[config.mk]
export PLATFORM = sky130hd
export DESIGN_NAME = vga_sprite_painter
export DESIGN_NICKNAME = d
export VERILOG_FILES = /design/src/rtl/vga_sprite_painter.sv
export SDC_FILE = /design/constraint.sdc
export NUM_CORES = 1
export LEC_CHECK = 0
export CORE_MARGIN = 8
export CORE_UTILIZATION = 55
export DETAILED_ROUTE_END_ITERATION = 10
export PLACE_DENSITY = 0.86
export SYNTH_ARGS = -nofsm -noshare
export SYNTH_HDL_FRONTEND = slang
export SYNTH_SLANG_ARGS = --single-unit
export TNS_END_PERCENT = 5
[constraint.sdc]
create_clock -name clk_i -period 4 [get_ports clk_i]
set_clock_uncertainty 0.1 [all_clocks]
set_input_delay 0.6 -clock clk_i [delete_from_list [all_inputs] [get_ports clk_i]]
set_output_delay 0.6 -clock clk_i [all_outputs]
set_load 0.05 [all_outputs]
[src/rtl/vga_sprite_painter.sv]
// Pixel-colour stage behind the VGA timer: dino sprite, obstacle, ground and sky in a 2-cycle pipeline.
// Define VGA_COLLISION_EN to build the per-frame dino/obstacle collision flag.
module vga_sprite_painter #(
    parameter int SPRITE_W = 16,
    parameter int SPRITE_H = 16,
    parameter int OBST_W   = 12,
    parameter int OBST_H   = 24,
    parameter int GROUND_Y = 400,
    parameter int LATCH_Y  = 480
) (
    input  logic                                 clk_i,
    input  logic                                 rst_i,
    input  logic                                 hsync_i,
    input  logic                                 vsync_i,
    input  logic                                 visible_i,
    input  logic [9:0]                           position_x_i,
    input  logic [9:0]                           position_y_i,
    input  logic [9:0]                           dino_x_i,
    input  logic [9:0]                           dino_y_i,
    input  logic [9:0]                           obst_x_i,
    output logic [$clog2(SPRITE_W*SPRITE_H)-1:0] rom_addr_o,
    input  logic                                 rom_data_i,
    output logic [3:0]                           vga_red_o,
    output logic [3:0]                           vga_green_o,
    output logic [3:0]                           vga_blue_o,
    output logic                                 hsync_o,
    output logic                                 vsync_o,
    output logic                                 frame_start_o,
    output logic                                 collision_o
);

    localparam int LW = $clog2(SPRITE_W);
    localparam int LH = $clog2(SPRITE_H);

    localparam logic [11:0] COL_DINO   = 12'h333;
    localparam logic [11:0] COL_OBST   = 12'h0A0;
    localparam logic [11:0] COL_GROUND = 12'h850;
    localparam logic [11:0] COL_SKY    = 12'hFFF;

    // Shadow positions, only updated on the latch row so a frame never tears
    logic [9:0]  r_dino_x;
    logic [9:0]  r_dino_y;
    logic [9:0]  r_obst_x;
    logic        r_frame_start;

    logic        w_latch;
    logic [10:0] w_px;
    logic [10:0] w_py;
    logic [10:0] w_dx0;
    logic [10:0] w_dx1;
    logic [10:0] w_dy0;
    logic [10:0] w_dy1;
    logic [10:0] w_ox0;
    logic [10:0] w_ox1;
    logic        w_dino_hit;
    logic        w_obst_hit;
    logic        w_ground;
    logic [LW-1:0] w_off_x;
    logic [LH-1:0] w_off_y;
    logic [11:0] w_fallback;

    logic        r_s1_dino;
    logic        r_s1_vis;
    logic        r_s1_hs;
    logic        r_s1_vs;
    logic [11:0] r_s1_fallback;
    logic [LH+LW-1:0] r_rom_addr;

    logic [11:0] r_rgb;
    logic        r_hs;
    logic        r_vs;

    assign w_latch = (position_x_i == 10'd0) && (position_y_i == 10'(LATCH_Y));

    always_ff @(posedge clk_i or posedge rst_i) begin
        if (rst_i) begin
            r_dino_x      <= '0;
            r_dino_y      <= '0;
            r_obst_x      <= '0;
            r_frame_start <= 1'b0;
        end else begin
            r_frame_start <= w_latch;
            if (w_latch) begin
                r_dino_x <= dino_x_i;
                r_dino_y <= dino_y_i;
                r_obst_x <= obst_x_i;
            end
        end
    end

    // 11-bit compares so a sprite near column 1023 cannot wrap back to 0
    assign w_px  = {1'b0, position_x_i};
    assign w_py  = {1'b0, position_y_i};
    assign w_dx0 = {1'b0, r_dino_x};
    assign w_dx1 = w_dx0 + 11'(SPRITE_W);
    assign w_dy0 = {1'b0, r_dino_y};
    assign w_dy1 = w_dy0 + 11'(SPRITE_H);
    assign w_ox0 = {1'b0, r_obst_x};
    assign w_ox1 = w_ox0 + 11'(OBST_W);

    assign w_dino_hit = visible_i && (w_px >= w_dx0) && (w_px < w_dx1)
                                  && (w_py >= w_dy0) && (w_py < w_dy1);
    assign w_obst_hit = visible_i && (w_px >= w_ox0) && (w_px < w_ox1)
                                  && (w_py >= 11'(GROUND_Y - OBST_H)) && (w_py < 11'(GROUND_Y));
    assign w_ground   = (w_py >= 11'(GROUND_Y));

    assign w_off_x = LW'(position_x_i - r_dino_x);
    assign w_off_y = LH'(position_y_i - r_dino_y);

    always_comb begin
        w_fallback = COL_SKY;
        if (w_obst_hit) begin
            w_fallback = COL_OBST;
        end else if (w_ground) begin
            w_fallback = COL_GROUND;
        end
    end

    always_ff @(posedge clk_i or posedge rst_i) begin
        if (rst_i) begin
            r_s1_dino     <= 1'b0;
            r_s1_vis      <= 1'b0;
            r_s1_hs       <= 1'b1;
            r_s1_vs       <= 1'b1;
            r_s1_fallback <= '0;
            r_rom_addr    <= '0;
        end else begin
            r_s1_dino     <= w_dino_hit;
            r_s1_vis      <= visible_i;
            r_s1_hs       <= hsync_i;
            r_s1_vs       <= vsync_i;
            r_s1_fallback <= w_fallback;
            r_rom_addr    <= w_dino_hit ? {w_off_y, w_off_x} : '0;
        end
    end

    // ROM data for the stage-1 address is valid during this cycle
    always_ff @(posedge clk_i or posedge rst_i) begin
        if (rst_i) begin
            r_rgb <= '0;
            r_hs  <= 1'b1;
            r_vs  <= 1'b1;
        end else begin
            r_hs <= r_s1_hs;
            r_vs <= r_s1_vs;
            if (!r_s1_vis) begin
                r_rgb <= '0;
            end else if (r_s1_dino && rom_data_i) begin
                r_rgb <= COL_DINO;
            end else begin
                r_rgb <= r_s1_fallback;
            end
        end
    end

`ifdef VGA_COLLISION_EN
    logic r_s1_obst;
    logic r_coll_flag;
    logic r_coll;
    logic w_coll_px;

    assign w_coll_px = r_s1_vis && r_s1_dino && rom_data_i && r_s1_obst;

    // A hit on the latch cycle itself belongs to the frame being started
    always_ff @(posedge clk_i or posedge rst_i) begin
        if (rst_i) begin
            r_s1_obst   <= 1'b0;
            r_coll_flag <= 1'b0;
            r_coll      <= 1'b0;
        end else begin
            r_s1_obst <= w_obst_hit;
            if (w_latch) begin
                r_coll      <= r_coll_flag;
                r_coll_flag <= w_coll_px;
            end else begin
                r_coll_flag <= r_coll_flag | w_coll_px;
            end
        end
    end

    assign collision_o = r_coll;
`else
    assign collision_o = 1'b0;
`endif

    assign rom_addr_o    = r_rom_addr;
    assign vga_red_o     = r_rgb[11:8];
    assign vga_green_o   = r_rgb[7:4];
    assign vga_blue_o    = r_rgb[3:0];
    assign hsync_o       = r_hs;
    assign vsync_o       = r_vs;
    assign frame_start_o = r_frame_start;

endmodule

; ---- Word level (Yosys, flattened, before mapping)
; Index checks and enable logic that the tools add are counted.
[classes]
n_lt_le_gt_ge = 9
n_eq_ne = 1
mux = 5
reduce_logical = 11
addsub = 5
[op_table]
columns = cell, count
row1 = 12-bit 2-to-1 mux, 3
row2 = 10-bit by 11-bit < comparator with 1-bit output, 3
row3 = 10-bit greater-or-equal comparator, 3
row4 = 10-bit by 5-bit adder with 11-bit output (second input constant), 2
row5 = 10-bit by 9-bit greater-or-equal comparator with 1-bit output (second input constant), 2
row6 = 10-bit by 4-bit adder with 11-bit output (second input constant), 1
row7 = 11-bit 2-to-1 mux, 1
row8 = 10-bit by 9-bit == test with 1-bit output (second input constant), 1
row9 = 1-bit logical AND, 10
row10 = 10-bit zero test, 1
row11 = 10-bit by 9-bit < comparator with 1-bit output (second input constant), 1
row12 = 8-bit 2-to-1 mux, 1
row13 = 4-bit subtractor, 2
[word_totals]
reg_bits = 69

; ---- Logic depth before layout (Yosys ltp)
; Gate-level depths: netlist (run 1).
[depth]
word_depth = 6
depth_mapped = 11

; ---- Worst setup path after synthesis (run 1)
; No wires, ideal clock.
[synth_timing]
kind = reg-to-reg
from = register r_dino_y[4]
to = register r_rom_addr[7] (netlist: rom_addr_o[7])
period_less_slack_ns = 2.666
t_required_ns = 3.813
setup_slack_ns = 1.334
setup_ns = 0.087
arrival_time_ns = 2.479
path_stages_with_launch = 12
path_cell_list = dfrtp_1 ha_1 nand3_1 xnor2_1 ha_1 nand2_1 nor2_1 a2111oi_2 a21oi_1 or4_1 buf_6 a211oi_2
[synth_via]
elab_chain_len = 4
elab_cells_between_ends = 6
[synth_rtl]
columns = item, line_no
row1 = from (decl), 42  ; logic [9:0] r_dino_y;
row2 = from (signal assigned), 85  ; r_dino_y <= dino_y_i;
row3 = 10-bit by 5-bit adder with 11-bit output / 10-bit greater-or-equal comparator (equally long branches), "97, 102"
row4 = 10-bit by 11-bit < comparator with 1-bit output / 1-bit logical AND (equally long branches), 102  ; && (w_py >= w_dy0) && (w_py < w_dy1);
row5 = 1-bit logical AND *, 102
row6 = 8-bit 2-to-1 mux *, 133  ; r_rom_addr <= w_dino_hit ? {w_off_y, w_off_x} : '0;
row7 = to (signal assigned), 133
row8 = to (decl), 67  ; logic [LH+LW-1:0] r_rom_addr;
; Every way passes the cells marked *; elsewhere a longest branch is shown, timed or not.
; A chain may end at the register's enable or synchronous reset.

; ---- Worst setup path after layout (run 1)
[layout_timing]
from = input port position_x_i[0]
to = register r_rom_addr[7] (netlist: rom_addr_o[7])
[layout_via]
elab_chain_len = 6
elab_cells_between_ends = 7
[layout_rtl]
columns = item, line_no
row1 = from (decl), 16  ; input logic [9:0] position_x_i,
row2 = 10-bit greater-or-equal comparator, 101  ; assign w_dino_hit = visible_i && (w_px >= w_dx0) && (w_px < w_dx1)
row3 = 1-bit logical AND, 101
row4 = 1-bit logical AND *, 101
row5 = 1-bit logical AND * (2 in a row), 102
row6 = 8-bit 2-to-1 mux *, 133
; Marks and branches as above.

==> impl_metrics.csv, run 1 <==
group,metric,value,unit
status,status,"finished clean",
worst_setup_path,cpMostUsedCell,"inv_1",
detailed_routing,avgViaCountPerCell,5.688,
final_layout,drive_gt1_share,5.361,%
power,finalPower,1.070,mW
clock_network,htreeDepth,2,
worst_setup_path,arrival,3220,ps
clock_network,clk_latency,320,ps
worst_setup_path,path_cells,"clkdlybuf4s50_1, inv_1, ha_1, inv_1, fa_1, a21o_1, a41oi_1, o32ai_1, o31ai_1, or4_1, a211oi_2",
worst_setup_path,cpMaxStageDelayCell,"or4_1",
die,pin_count,80,
global_routing,first_global_vias,3072,
sta,finalSetupViolations,0,
die,core_area,6241,um2
placed_design,gp_congestion,0.9026,
placed_design,portBuffers,78,
detailed_routing,detail_route.wl_per_cell,16.76,um
worst_setup_path,criticalPathCategory,"input pin to flip-flop",
detailed_routing,ant_nets,0,
detailed_routing,dr.pass1.iters,4,
clock_network,clock-sinks,54,
clock_network,cts_tree,"yes",
sta,fin_crit_sh,76.87,%
clock_network,postCtsHoldBufs,0,
worst_setup_path,endpoint_kind,"flip-flop",
global_routing,overflow,0,
detailed_routing,drt_iter0_markers,186,
power,vdd_drop_max,0.1767,mV
final_layout,finalNetCount,539,
detailed_routing,wirelength,8483,um
power,cellLeakagePower,2.089,nW
yosys,ys_warn_count,0,
yosys,syn_inst,355,
placed_design,dpl.hpwl,6659,um
worst_setup_path,worstPathBufferInverterCount,3,
power,power-per-cell-area,244.7,nW/um2
worst_setup_path,crit_family,"compound AO/OA/AOI/OAI gates",
yosys,ys_top_cells_by_area,"dfrtp_1 (36%), ha_1 (19%), o21ai_0 (5.0%)",
sta,hold_violations,0,
sta,fmax,325.2,MHz
sta,rsz0062_at_grt,"false",
global_routing,antenna_found_initial,0,
yosys,yosysTopAreaCell,"dfrtp_1",
yosys,synth_top_area_share,36.05,%
global_routing,grt_max_degree,55,
yosys,syn_area,3471,um2
worst_setup_path,critPathMaxStageDelay,680,ps
final_layout,syn_to_final_growth,25.96,%
detailed_routing,dr_total_vias,2878,
hold_path,min_path_type,"flip-flop to flip-flop",
die,initial_core_util,55.61,%
sta,maxSlewViolCount,0,
clock_network,clkTransAtPathRegs,110,ps
clock_network,post_cts_buffers,0,
die,fp.dieW,95.44,um
clock_network,cts_resized,0,
worst_setup_path,startpoint_type,"input pin",
detailed_routing,drc_errors,0,
global_routing,track_usage,19.55,%
sta,worstMarginPinSlew,1089,ps
clock_network,cts-root-buf,"clkbuf_8",
die,rows,29,
clock_network,cts_buffer_depth,2,
worst_setup_path,reg2reg_slack,970,ps
die,die_height,95.44,um
sta,holdWs,262.7,ps
global_routing,grt_pass1_wl,14320,um
yosys,synthDistinctLibCells,48,
job,max_cap_viol_count,0,
yosys,synth-seq-cells,54,
sta,max_slew_margin,27.32,%
sta,setup_tns,0,ps
yosys,syn_area_per_cell,9.777,um2
worst_setup_path,critPathMaxFanout,9,
worst_setup_path,critPathRequiredTime,4150,ps
die,die_area,9109,um2
final_layout,diodes,0,
clock_network,cts_buffers,5,
sta,finalCriticalPeriod,3075,ps
yosys,yosysSeqAreaShare,39.08,%
yosys,syn_nets,466,
## cell usage after synthesis (all sizes together)
library cell  count
ha               53
dfrtp            50
inv              43
o21ai            35
nand2            31
xnor2            15
buf              11
nor3             10
a21oi             9
nor2              9
nand3             8
a211oi            7
a21o              7
o21a              6
and3              5
nand4             5
a2111oi           4
dfstp             4
nand2b            4
clkbuf            3
mux2              3
a211o             2
a41o              2
a41oi             2
and2              2
fa                2
nor2b             2
nor4              2
o2111ai           2
o31ai             2
o32ai             2
or4               2
a221oi            1
a31o              1
a31oi             1
and4              1
conb              1
nor3b             1
nor4b             1
o221a             1
o41ai             1
or3               1
xor2              1
## worst paths after layout
path | startpoint | to | cells after the start
max reg2reg | r_dino_x[4] | rom_addr_o[7] | 10
max | position_x_i[0] | rom_addr_o[7] | 11
min in group asynchronous | rst_i | r_dino_x[8] | 2
min | r_s1_hs | hsync_o | 0
min reg2reg | r_s1_hs | hsync_o | 0
max in group asynchronous | rst_i | r_obst_x[4] | 2
## kinds of logic after synthesis
logic type / after synthesis / share of synthesized area [%]
adder cells (fa/ha/maj): 55 / 20.26
buffers and inverters: 57 / 7.246
flip-flops: 54 / 39.08
AND/OR/NAND/NOR: 84 / 12.00
XOR/XNOR: 16 / 4.038
other: 1 / 0.1080
AO/OA/AOI/OAI: 85 / 16.29
multiplexers: 3 / 0.9733
## state kept, by name, summed over array words and instances (netlist names)
| register | flops |
|---|---|
| r_dino_x | 10 |
| r_dino_y | 10 |
| r_obst_x | 10 |
| rom_addr_o | 8 |
| r_rgb | 6 |
| r_s1_fallback | 3 |
| frame_start_o | 1 |
| hsync_o | 1 |
| r_s1_dino | 1 |
| r_s1_hs | 1 |
| r_s1_vis | 1 |
| r_s1_vs | 1 |
| vsync_o | 1 |
## per-stage QoR
stage          setup WS (ps)  std cells  instance area (um2)  util, %
2_1_floorplan           1334        355                 3471        -
3_3_place_gp           698.5        498                 4278    68.54
3_5_place_dp           636.3        498                 4278    68.54
4_1_cts                947.2        506                 4372    70.05
5_1_grt                802.5        506                 4372    70.05
6_report               925.1        506                 4372    70.05
## placed cells by master, fill, tap and decap left out, types with 2 or more instances in the layout
cell / count
a21oi_1: 9
nand4_1: 5
a41oi_1: 2
clkbuf_8: 5
o32ai_1: 2
or4_1: 2
dfrtp_1: 50
inv_1: 42
o2111ai_1: 2
nor3_2: 2
a41o_1: 2
and3_1: 5
dfstp_2: 4
nand3_1: 8
fa_1: 2
a211o_1: 2
and2_1: 2
nand2b_1: 4
o21a_1: 6
nor4_1: 2
buf_4: 2
nor2b_1: 2
mux2_2: 3
ha_1: 53
a21o_1: 7
clkdlybuf4s50_1: 78
o21ai_0: 35
nor3_1: 8
xnor2_1: 15
a2111oi_0: 3
o31ai_1: 2
nand2_1: 31
nor2_1: 9
a211oi_1: 6
## power breakdown
group	internal, mW	switching, mW
combinational	0.0893	0.0965
clock	0.127	0.200
sequential	0.554	0.00337
## cell type report
cell class | count | area, um2
Fill cell | 474 | 1869
Clock inverter | 3 | 25.02
Multi-Input combinational cell | 244 | 1868
Clock buffer | 5 | 68.82
Timing Repair Buffer | 80 | 795.8
Inverter | 43 | 161.4
Tap cell | 77 | 96.34
Sequential cell | 54 | 1356
## routing by layer
layer | routed length [um] | up-vias | track usage, % | part of all wire, %
met5 | 0 | - | 0 | 0
met3 | 574 | 13 | 4.409 | 6.8
met2 | 4299 | 91 | 34.18 | 51
met1 | 3480 | 1382 | 23.15 | 41
li1 | - | 1392 | - | -
met4 | 128 | 0 | 6.530 | 1.5
Power figures use the tool's default switching activity.
==> run 2, diff against run 1 <==
--- a/config.mk
+++ b/config.mk
@@ -6,9 +6,9 @@
 export NUM_CORES = 1
 export LEC_CHECK = 0
 export CORE_MARGIN = 8
-export CORE_UTILIZATION = 55
+export CORE_UTILIZATION = 46
 export DETAILED_ROUTE_END_ITERATION = 10
-export PLACE_DENSITY = 0.86
+export PLACE_DENSITY = 0.76
 export SYNTH_ARGS = -nofsm -noshare
 export SYNTH_HDL_FRONTEND = slang
 export SYNTH_SLANG_ARGS = --single-unit
==> constraint.sdc (replaced) <==
create_clock -name clk_i -period 2.8 [get_ports clk_i]
set_clock_uncertainty 0.1 [all_clocks]
set_input_delay 0.42 -clock clk_i [delete_from_list [all_inputs] [get_ports clk_i]]
set_output_delay 0.42 -clock clk_i [all_outputs]
set_load 0.05 [all_outputs]
==> run 2 against run 1 <==
  * Sequential share of layout area decreased by 3.7 points
  * Routed wire length increased by 8.9%
  * Largest cell class unchanged
  * Worst hold slack improved by 6.2 ps
  * Sequential power increased by 43%
  * Final cell count increased by 16%
  * Flip-flop and latch count unchanged
  * Design area increased by 13%
  * Core utilization decreased by 2.1 points
  * Register-to-register slack got worse by 930 ps
  * Clock power increased by 70%
  * First-iteration DRC count decreased by 25%
  * Critical path depth unchanged
  * Highest routed layer unchanged
==> impl_metrics.csv, run 2 (synthesis gave the netlist of run 1 again) <==
group,metric,value,unit
clock_network,cts_buffers,5,
worst_setup_path,critPathMaxFanout,4,
sta,setup_slack,36.43,ps
detailed_routing,ant_nets,0,
final_layout,diodes,0,
detailed_routing,detail_route.wl_per_cell,15.80,um
detailed_routing,drc_errors,0,
final_layout,regArea,1356,um2
sta,finalSetupViolations,0,
clock_network,postCtsHoldBufs,0,
clock_network,cts-root-buf,"clkbuf_8",
final_layout,multi_input_area,1934,um2
sta,holdWs,268.9,ps
die,rows,31,
clock_network,cts_tree,"yes",
clock_network,clock-sinks,54,
global_routing,track_usage,18.09,%
final_layout,drive_gt1_share,19.55,%
power,finalPower,1.657,mW
clock_network,clk_latency,320,ps
die,fp.dieW,102.9,um
worst_setup_path,reg2reg_depth,11,
final_layout,syn_to_final_growth,42.83,%
sta,worstMarginPinSlew,512.4,ps
placed_design,placed_cells_incl_taps,572,
worst_setup_path,startpoint_type,"flip-flop",
placed_design,portBuffers,78,
detailed_routing,drt_iter0_markers,139,
worst_setup_path,r2r_end,"rom_addr_o[7]",
worst_setup_path,reg2reg_slack,40,ps
detailed_routing,dr.pass1.iters,4,
final_layout,layoutNonFillerInstCount,585,
final_layout,finalNetCount,596,
final_layout,nFillCells,586,
power,cellLeakagePower,2.399,nW
sta,fmax,361.9,MHz
sta,maxSlewViolCount,0,
detailed_routing,wirelength,9242,um
placed_design,pre_cts_ws,-246.7,ps
die,die_height,102.9,um
die,die_area,10580,um2
global_routing,antenna_found_initial,0,
worst_setup_path,arrival,2900,ps
final_layout,final_cell_mix,"clkdlybuf4s50_1 (78), buf_4 (55), ha_1 (50), dfrtp_1 (50), inv_1 (39)",
worst_setup_path,criticalPathCategory,"flip-flop to flip-flop",
status,status,"finished clean",
clock_network,htreeDepth,2,
clock_network,cts_buffer_depth,2,
sta,finalCriticalPeriod,2764,ps
sta,rsz0062_at_grt,"true",
die,pin_count,80,
worst_setup_path,endpoint_kind,"flip-flop",
global_routing,overflow,0,
sta,hold_violations,0,
power,power-per-cell-area,334.2,nW/um2
sta,max_slew_margin,65.73,%
placed_design,dpl_cell_area,4733,um2
worst_setup_path,cp-startpoint,"r_dino_x[5]",
hold_path,min_path_type,"flip-flop to flip-flop",
job,max_cap_viol_count,0,
final_layout,design_area,4957,um2
global_routing,grt_pass1_wl,15060,um
die,initial_core_util,47.60,%
global_routing,grt_max_degree,34,
die,core_area,7292,um2
detailed_routing,avgViaCountPerCell,5.185,
sta,fin_crit_sh,98.70,%
clock_network,clkTransAtPathRegs,110,ps
worst_setup_path,worstReg2RegStart,"r_dino_x[5]",
placed_design,gp_congestion,0.8880,
worst_setup_path,endpoint,"rom_addr_o[7]",
power,vdd_drop_max,0.2380,mV
global_routing,first_global_vias,3210,
worst_setup_path,critPathRequiredTime,2940,ps
final_layout,final_common_cell,"clkdlybuf4s50_1",
final_layout,top_regs,"r_dino_x (10), r_dino_y (10), r_obst_x (10)",
placed_design,dpl.hpwl,7589,um
detailed_routing,dr_total_vias,3033,
## run 2: what timing repair did
item | in CTS | in global routing
cloned | 0 | 0
setup buffers | 0 | 5
pin swaps | 1 | 13
gates resized for setup | 3 | 18
endpoints found under the setup margin | 3 | 10
## run 2: metrics by stage
| step | util, % | setup TNS, ps |
|---|---|---|
| 5_1_grt | 67.98 | -59.67 |
| 3_3_place_gp | 64.91 | -1141 |
| 4_1_cts | 66.66 | -42.78 |
| 3_5_place_dp | 64.91 | -1818 |
| 2_1_floorplan | - | 0 |
| 6_report | 67.98 | 0 |
## run 2: how the worst min path moves through the flow
stage                 start      end  slack [ps]  depth (start not counted)
global route        r_s1_hs  hsync_o         270                          0
floorplan           r_s1_hs  hsync_o         250                          0
CTS                 r_s1_hs  hsync_o         270                          0
finish              r_s1_hs  hsync_o         270                          0
global placement    r_s1_hs  hsync_o         250                          0
detailed placement  r_s1_hs  hsync_o         250                          0
## run 2: routing by layer
| metal | track usage, % | routed length [um] |
|---|---|---|
| met1 | 20.83 | 3848 |
| met2 | 33.02 | 4685 |
| met3 | 3.579 | 583 |
| met4 | 5.228 | 123 |
| met5 | 0 | 0 |
## run 2: critical path, cell delays in order (launching register included)
cell and delay (ps):
dfrtp_1 370, ha_2 190, nand3_1 90, xnor2_1 210
ha_1 300, a21o_1 190, a21oi_2 130, o221a_1 190
o31ai_1 70, or4_4 500, buf_6 140, a211oi_2 180
## run 2: power breakdown
part / internal (mW) / total, mW / switching [mW]
Clock: 0.272 / 0.553 / 0.281
Combinational: 0.161 / 0.307 / 0.147
Sequential: 0.792 / 0.796 / 0.00465
## run 2: area by class of cell
class | instances | area share [%]
multi-input cells | 244 | 39.02
flip-flops and latches | 54 | 27.36
repair buffers | 137 | 25.52
inverters | 43 | 3.256
well taps | 99 | 2.499
clock buffers | 5 | 1.388
clock inverters | 3 | 0.9591
